### src/rtl/dvi_timing_sequencer_pkg.sv
// Shared timing constants, control-word bit positions and the colour bar table
// for the DVI timing sequencer.
package dvi_timing_sequencer_pkg;

    localparam int DEF_H_ACTIVE = 640;
    localparam int DEF_H_FP     = 16;
    localparam int DEF_H_SYNC   = 96;
    localparam int DEF_H_BP     = 48;
    localparam int DEF_V_ACTIVE = 480;
    localparam int DEF_V_FP     = 10;
    localparam int DEF_V_SYNC   = 2;
    localparam int DEF_V_BP     = 33;

    localparam int CTRL_HSYNC = 0;
    localparam int CTRL_VSYNC = 1;

    function automatic logic [1:0] ctrl_word(input logic vs, input logic hs);
        logic [1:0] w;
        w             = 2'b00;
        w[CTRL_VSYNC] = vs;
        w[CTRL_HSYNC] = hs;
        return w;
    endfunction

    // Bars are {R,G,B}, left to right.
    function automatic logic [23:0] bar_rgb(input logic [2:0] idx);
        logic [23:0] c;
        case (idx)
            3'd0:    c = 24'hFFFFFF;
            3'd1:    c = 24'hFFFF00;
            3'd2:    c = 24'h00FFFF;
            3'd3:    c = 24'h00FF00;
            3'd4:    c = 24'hFF00FF;
            3'd5:    c = 24'hFF0000;
            3'd6:    c = 24'h0000FF;
            default: c = 24'h000000;
        endcase
        return c;
    endfunction

endpackage

### src/rtl/dvi_timing_sequencer_axis.sv
// dvi_axis_counter: one raster axis (horizontal or vertical) position counter
// with active / sync region flags and a wrap strobe.
module dvi_axis_counter #(
    parameter int ACTIVE = 640,
    parameter int FP     = 16,
    parameter int SYNC   = 96,
    parameter int BP     = 48,
    parameter int CW     = 10
) (
    input  logic          i_clk,
    input  logic          i_rst,
    input  logic          i_step,
    output logic [CW-1:0] o_pos,
    output logic          o_active,
    output logic          o_sync,
    output logic          o_wrap
);

    localparam int TOTAL = ACTIVE + FP + SYNC + BP;
    localparam logic [CW-1:0] LAST       = CW'(TOTAL - 1);
    localparam logic [CW-1:0] ACT_END    = CW'(ACTIVE);
    localparam logic [CW-1:0] SYNC_START = CW'(ACTIVE + FP);
    localparam logic [CW-1:0] SYNC_END   = CW'(ACTIVE + FP + SYNC);

    generate
        if (TOTAL > (2 ** CW) - 1) begin : g_total_check
            $error("dvi_axis_counter: total %0d does not fit in %0d bits", TOTAL, CW);
        end
    endgenerate

    logic [CW-1:0] pos_r;

    // Position register: advances on i_step, wraps after the last position.
    always_ff @(posedge i_clk) begin
        if (i_rst) begin
            pos_r <= {CW{1'b0}};
        end else if (i_step && (pos_r == LAST)) begin
            pos_r <= {CW{1'b0}};
        end else if (i_step) begin
            pos_r <= pos_r + CW'(1);
        end else begin
            pos_r <= pos_r;
        end
    end

    assign o_pos    = pos_r;
    assign o_active = (pos_r < ACT_END);
    assign o_sync   = (pos_r >= SYNC_START) && (pos_r < SYNC_END);
    assign o_wrap   = i_step && (pos_r == LAST);

endmodule

### src/rtl/dvi_timing_sequencer.sv
// DVI raster timing sequencer feeding three TMDS encoders.
// Optional colour bar generator enabled by defining DVI_TEST_PATTERN_EN.
module dvi_timing_sequencer
    import dvi_timing_sequencer_pkg::*;
#(
    parameter int H_ACTIVE = DEF_H_ACTIVE,
    parameter int H_FP     = DEF_H_FP,
    parameter int H_SYNC   = DEF_H_SYNC,
    parameter int H_BP     = DEF_H_BP,
    parameter int V_ACTIVE = DEF_V_ACTIVE,
    parameter int V_FP     = DEF_V_FP,
    parameter int V_SYNC   = DEF_V_SYNC,
    parameter int V_BP     = DEF_V_BP,
    parameter bit H_POL    = 1'b0,
    parameter bit V_POL    = 1'b0,
    parameter int CW       = 10
) (
    input  logic          i_clk,
    input  logic          i_rst,
`ifdef DVI_TEST_PATTERN_EN
    input  logic          i_pattern,
`endif
    input  logic          i_px_valid,
    input  logic [23:0]   i_px_data,
    output logic          o_px_ready,
    output logic          o_de,
    output logic [1:0]    o_ctrl0,
    output logic [1:0]    o_ctrl1,
    output logic [1:0]    o_ctrl2,
    output logic [7:0]    o_blue,
    output logic [7:0]    o_green,
    output logic [7:0]    o_red,
    output logic [CW-1:0] o_sx,
    output logic [CW-1:0] o_sy,
    output logic          o_frame_start,
    output logic          o_underflow,
    output logic [15:0]   o_underflow_cnt
);

    localparam logic [1:0] CTRL_IDLE = ctrl_word(~V_POL, ~H_POL);

    logic [CW-1:0] h_pos_s, v_pos_s;
    logic          h_active_s, h_sync_s, h_wrap_s;
    logic          v_active_s, v_sync_s, v_wrap_s;
    logic          active_s, uf_s;
    logic [23:0]   stream_pix_s, pix_s;
    logic          start_pend_r;

    dvi_axis_counter #(
        .ACTIVE(H_ACTIVE), .FP(H_FP), .SYNC(H_SYNC), .BP(H_BP), .CW(CW)
    ) u_hcnt (
        .i_clk(i_clk), .i_rst(i_rst), .i_step(1'b1),
        .o_pos(h_pos_s), .o_active(h_active_s), .o_sync(h_sync_s), .o_wrap(h_wrap_s)
    );

    dvi_axis_counter #(
        .ACTIVE(V_ACTIVE), .FP(V_FP), .SYNC(V_SYNC), .BP(V_BP), .CW(CW)
    ) u_vcnt (
        .i_clk(i_clk), .i_rst(i_rst), .i_step(h_wrap_s),
        .o_pos(v_pos_s), .o_active(v_active_s), .o_sync(v_sync_s), .o_wrap(v_wrap_s)
    );

    assign active_s     = h_active_s && v_active_s;
    assign stream_pix_s = (active_s && i_px_valid) ? i_px_data : 24'h000000;
    assign o_ctrl1      = 2'b00;
    assign o_ctrl2      = 2'b00;

`ifdef DVI_TEST_PATTERN_EN
    // Bar index tracks (hc*8)/H_ACTIVE by stepping a remainder 8 units per pixel.
    logic [CW-1:0] bar_acc_r, bar_acc_s;
    logic [3:0]    bar_idx_r, bar_idx_s;

    // Next remainder/index for the following pixel of the line.
    always_comb begin
        bar_acc_s = bar_acc_r;
        bar_idx_s = bar_idx_r;
        for (int i = 0; i < 8; i++) begin
            if (bar_acc_s == CW'(H_ACTIVE - 1)) begin
                bar_acc_s = {CW{1'b0}};
                bar_idx_s = bar_idx_s + 4'd1;
            end else begin
                bar_acc_s = bar_acc_s + CW'(1);
            end
        end
    end

    // Bar step state, cleared at every line start.
    always_ff @(posedge i_clk) begin
        if (i_rst || h_wrap_s) begin
            bar_acc_r <= {CW{1'b0}};
            bar_idx_r <= 4'd0;
        end else begin
            bar_acc_r <= bar_acc_s;
            bar_idx_r <= bar_idx_s;
        end
    end

    // Pixel source select: colour bars or upstream stream.
    always_comb begin
        pix_s = stream_pix_s;
        if (i_pattern) begin
            if (active_s) begin
                pix_s = bar_rgb(bar_idx_r[2:0]);
            end else begin
                pix_s = 24'h000000;
            end
        end else begin
            pix_s = stream_pix_s;
        end
    end

    assign o_px_ready = active_s && !i_rst && !i_pattern;
    assign uf_s       = active_s && !i_px_valid && !i_pattern;
`else
    assign pix_s      = stream_pix_s;
    assign o_px_ready = active_s && !i_rst;
    assign uf_s       = active_s && !i_px_valid;
`endif

    // Registered encoder inputs, position, pulses and underflow statistics.
    always_ff @(posedge i_clk) begin
        if (i_rst) begin
            o_de            <= 1'b0;
            o_ctrl0         <= CTRL_IDLE;
            {o_red, o_green, o_blue} <= 24'h000000;
            o_sx            <= {CW{1'b0}};
            o_sy            <= {CW{1'b0}};
            o_frame_start   <= 1'b0;
            o_underflow     <= 1'b0;
            o_underflow_cnt <= 16'h0000;
            start_pend_r    <= 1'b1;
        end else begin
            o_de            <= active_s;
            o_ctrl0         <= ctrl_word(V_POL ? v_sync_s : ~v_sync_s,
                                         H_POL ? h_sync_s : ~h_sync_s);
            {o_red, o_green, o_blue} <= pix_s;
            o_sx            <= h_pos_s;
            o_sy            <= v_pos_s;
            // Counter sits at (0,0) right after reset or a frame wrap.
            o_frame_start   <= start_pend_r;
            start_pend_r    <= v_wrap_s;
            o_underflow     <= uf_s;
            if (uf_s && (o_underflow_cnt != 16'hFFFF)) begin
                o_underflow_cnt <= o_underflow_cnt + 16'd1;
            end else begin
                o_underflow_cnt <= o_underflow_cnt;
            end
        end
    end

endmodule

### config.mk
export PLATFORM = sky130hd
export DESIGN_NAME = dvi_timing_sequencer
export DESIGN_NICKNAME = d
export VERILOG_FILES = /design/src/rtl/dvi_timing_sequencer_pkg.sv /design/src/rtl/dvi_timing_sequencer_axis.sv /design/src/rtl/dvi_timing_sequencer.sv
export SDC_FILE = /design/constraint.sdc
export NUM_CORES = 1
export LEC_CHECK = 0
export CAP_MARGIN = 0
export CORE_ASPECT_RATIO = 1.5
export CORE_UTILIZATION = 45
export CTS_BUF_LIST = sky130_fd_sc_hd__clkbuf_16
export DETAILED_ROUTE_END_ITERATION = 12
export HOLD_SLACK_MARGIN = 0.08
export PLACE_DENSITY = 0.89
export SYNTH_ARGS = -nofsm -noshare
export SYNTH_HDL_FRONTEND = slang
export SYNTH_SLANG_ARGS = --single-unit
### constraint.sdc
create_clock -name i_clk -period 4 [get_ports i_clk]
set_input_delay 0.8 -clock i_clk [delete_from_list [all_inputs] [get_ports i_clk]]
set_output_delay 0.8 -clock i_clk [all_outputs]
set_load 0.02 [all_outputs]
==> impl_metrics.yaml <==
detailed_routing:
  ant_nets: 0
  drc: 0
  dr.pass1.iters: 4
  via_per_inst: 5.12
  drt_iter0_drc: 119
  wl_per_cell_um: 13.4
  drt-total-wl_um: 6640
  vias: 2540
worst_setup_path:
  cp_common_cell: "clkdlybuf4s50_1"
  cp-end-kind: "output port"
  crit_type: "in -> out"
  critPathMaxStageDelay_ns: 0.66
  crit_chain: "clkdlybuf4s50_1 -> nor3_2 -> clkdlybuf4s50_1"
  rr_endpoint: "o_underflow_cnt[13]"
  reg2reg_setup_slack_ns: 1.80
  required_ns: 3.20
  worst_setup_path_start_kind: "input port"
  cp_slowest_cell: "clkdlybuf4s50_1"
  crit_arrival_ns: 2.10
  timing.rr.start: "u_hcnt.o_pos[8]"
  rr_worst_depth: 5
  path_max_fanout: 2
cells_and_area:
  final_nets: 447
  area_growth_pct: 40.2
  final_area_um2: 4370
  num_antenna_cells: 0
  drive_above_1_share_pct: 5.48
  fin_cells: 496
sta:
  finalCriticalPeriod_ns: 2.90
  max_slew_margin_pct: 39.2
  setup_viol: 0
  hold_slack_ns: 0.445
  finalHoldViolCount: 0
  tightestPinTransition_ns: 0.903
  finalClockSkew_ns: 0.00518
  worst_slack_ns: 1.10
  post-route-period-util_pct: 72.5
  rsz0062_at_grt: "false"
  drv_slew: 0
  max_freq_mhz: 345
  fin_setup_tns_ns: 0
synth:
  syn_avg_cell_area_um2: 9.62
  async_reset_ff_share_pct: 0
  yosys_warnings: 0
  synth-edff-count: 0
  synth_top_cell_area_share_pct: 55.3
  synth_cells: 324
  synth_cell_type_count: 33
  yosysSeqAreaShare_pct: 55.3
  yosysTopAreaCell: "dfxtp_1"
  ys.flop_type: "dfxtp_1"
  synth.area.top_cells: "dfxtp_1 55%, nor2_1 5.7%, xnor2_1 5.3%, and3_1 4.8%, nor2b_1 3.8%"
  syn-cell-area_um2: 3120
  ys_seq_elements: 86
placement:
  io_buffers: 92
  postPlaceCellArea_um2: 4090
  hpwl_um: 4560
  dpl_worst_slack_ns: 1.07
  gp_congestion: 0.814
  dp_cells: 480
clocking:
  cts_tree: "yes"
  cts_buffers: 9
  path_clk_slew_ns: 0.05
  cts_setup_buffers: 0
  cts_resized: 0
  cts_root_buf: "clkbuf_16"
  clkLatencyLatePin_ns: 0.33
  ctsHoldBuffers: 0
  h-tree-depth: 3
  cts_buffer_depth: 2
  cts.sinks: 86
global_routing:
  grt_pass1_vias: 2398
  antenna_found_initial: 0
  grt_pass1_wl_um: 10800
  overflow: 0
  grt_max_degree: 49
  grt.total_usage_pct: 18.7
min_path:
  hold_end: "o_frame_start"
  min_from: "start_pend_r"
  min_path_type: "reg -> reg"
  min_path_cells: 1
pwr:
  ir_drop_uv: 257
  powerDensity_nw_per_um2: 408
  leakagePower_nw: 1.68
floorplanning:
  core_area_um2: 6580
  row_count: 36
  die_w_um: 69.9
  die_y_um: 104
  dieArea_um2: 7270
  io_pins: 97
  initial_core_util_pct: 47.4
outcome:
  outcome: "completed"
flow_run:
  maxCapViolations: 0
cells in the final DEF (no fill, tap or decap), types with 7 or more instances in the layout:
cell             instances
and3_1                  24
clkbuf_16                9
clkdlybuf4s50_1         92
dfxtp_1                 86
inv_1                   11
nand2_1                 18
nand3_1                 14
nand4_1                 12
nor2_1                  47
nor2b_1                 19
nor3_1                   9
nor4_1                   8
xnor2_1                 19
xor2_1                   7
registers in the layout, indices dropped and copies added, names as in the netlist:
name             flops
o_sy                10
start_pend_r         1
o_sx                10
o_ctrl0              2
o_green              8
o_frame_start        1
o_underflow          1
o_red                8
u_hcnt.o_pos        10
o_blue               8
o_underflow_cnt     16
u_vcnt.o_pos        10
o_de                 1
cell usage after synthesis, types with 7 or more instances:
| cell | number |
|---|---|
| dfxtp_1 | 86 |
| nor2_1 | 47 |
| and3_1 | 24 |
| nor2b_1 | 19 |
| xnor2_1 | 19 |
| nand2_1 | 18 |
| nand3_1 | 14 |
| nand4_1 | 12 |
| clkbuf_1 | 11 |
| nor3_1 | 10 |
| inv_1 | 8 |
| nor4_1 | 8 |
| xor2_1 | 7 |
where the power goes:
| group | switching, mW | internal (mW) |
|---|---|---|
| combinational | 0.0577 | 0.0618 |
| sequential | 0.00899 | 0.875 |
| clock | 0.304 | 0.474 |
| total | 0.371 | 1.41 |
worst max-delay path: cells and delay by family:
family / cells / cell delay (ns)
and+or+nand+nor: 1 / 0.20
buffers and inverters: 2 / 1.10
cell type report:
class,count,area (um^2)
fill,519,2210
sequential,86,1720
multi-input combinational,215,1290
timing repair buffer,95,943
clock buffer,9,225
tap,76,95.1
clock inverter,7,58.8
inverter,8,30.0
metrics by stage:
step / total power [mW] / utilization, %
after global routing: 1.85 / 66.4
after floorplan: 0.959 / -
after CTS: 1.80 / 66.4
after detailed placement: 1.02 / 62.1
after global placement: 1.02 / 62.1
final: 1.78 / 66.4
kinds of logic after synthesis:
| kind of cell | after synthesis | share of synthesized area, % |
|---|---|---|
| buffers and inverters | 26 | 3.69 |
| other | 1 | 0.120 |
| xor gates and xnor gates | 26 | 7.31 |
| DFF | 86 | 55.3 |
| and+or+nand+nor | 168 | 28.8 |
| adders and majority gates | 5 | 2.01 |
| muxes | 4 | 1.41 |
| AOI/OAI and AO/OA | 8 | 1.37 |
layer usage:
layer,vias up,routed length (um),GRT usage [%]
li1,1259,-,-
met2,95,3320,31.2
met4,0,159,11.9
met1,1172,2680,20.0
met3,14,476,6.01
met5,-,0,0
how the worst max path moves through the flow:
stage	slack, ns	to	cells after the start	from
4_1_cts	1.07	o_px_ready	3	i_rst
2_1_floorplan	1.68	o_px_ready	2	i_rst
3_3_place_gp	1.09	o_underflow_cnt[13]	7	i_px_valid
3_5_place_dp	1.07	o_underflow_cnt[13]	7	i_px_valid
5_1_grt	0.93	o_px_ready	4	u_hcnt.o_pos[8]
6_report	1.10	o_px_ready	3	i_rst
Power figures use the tool's default switching activity.
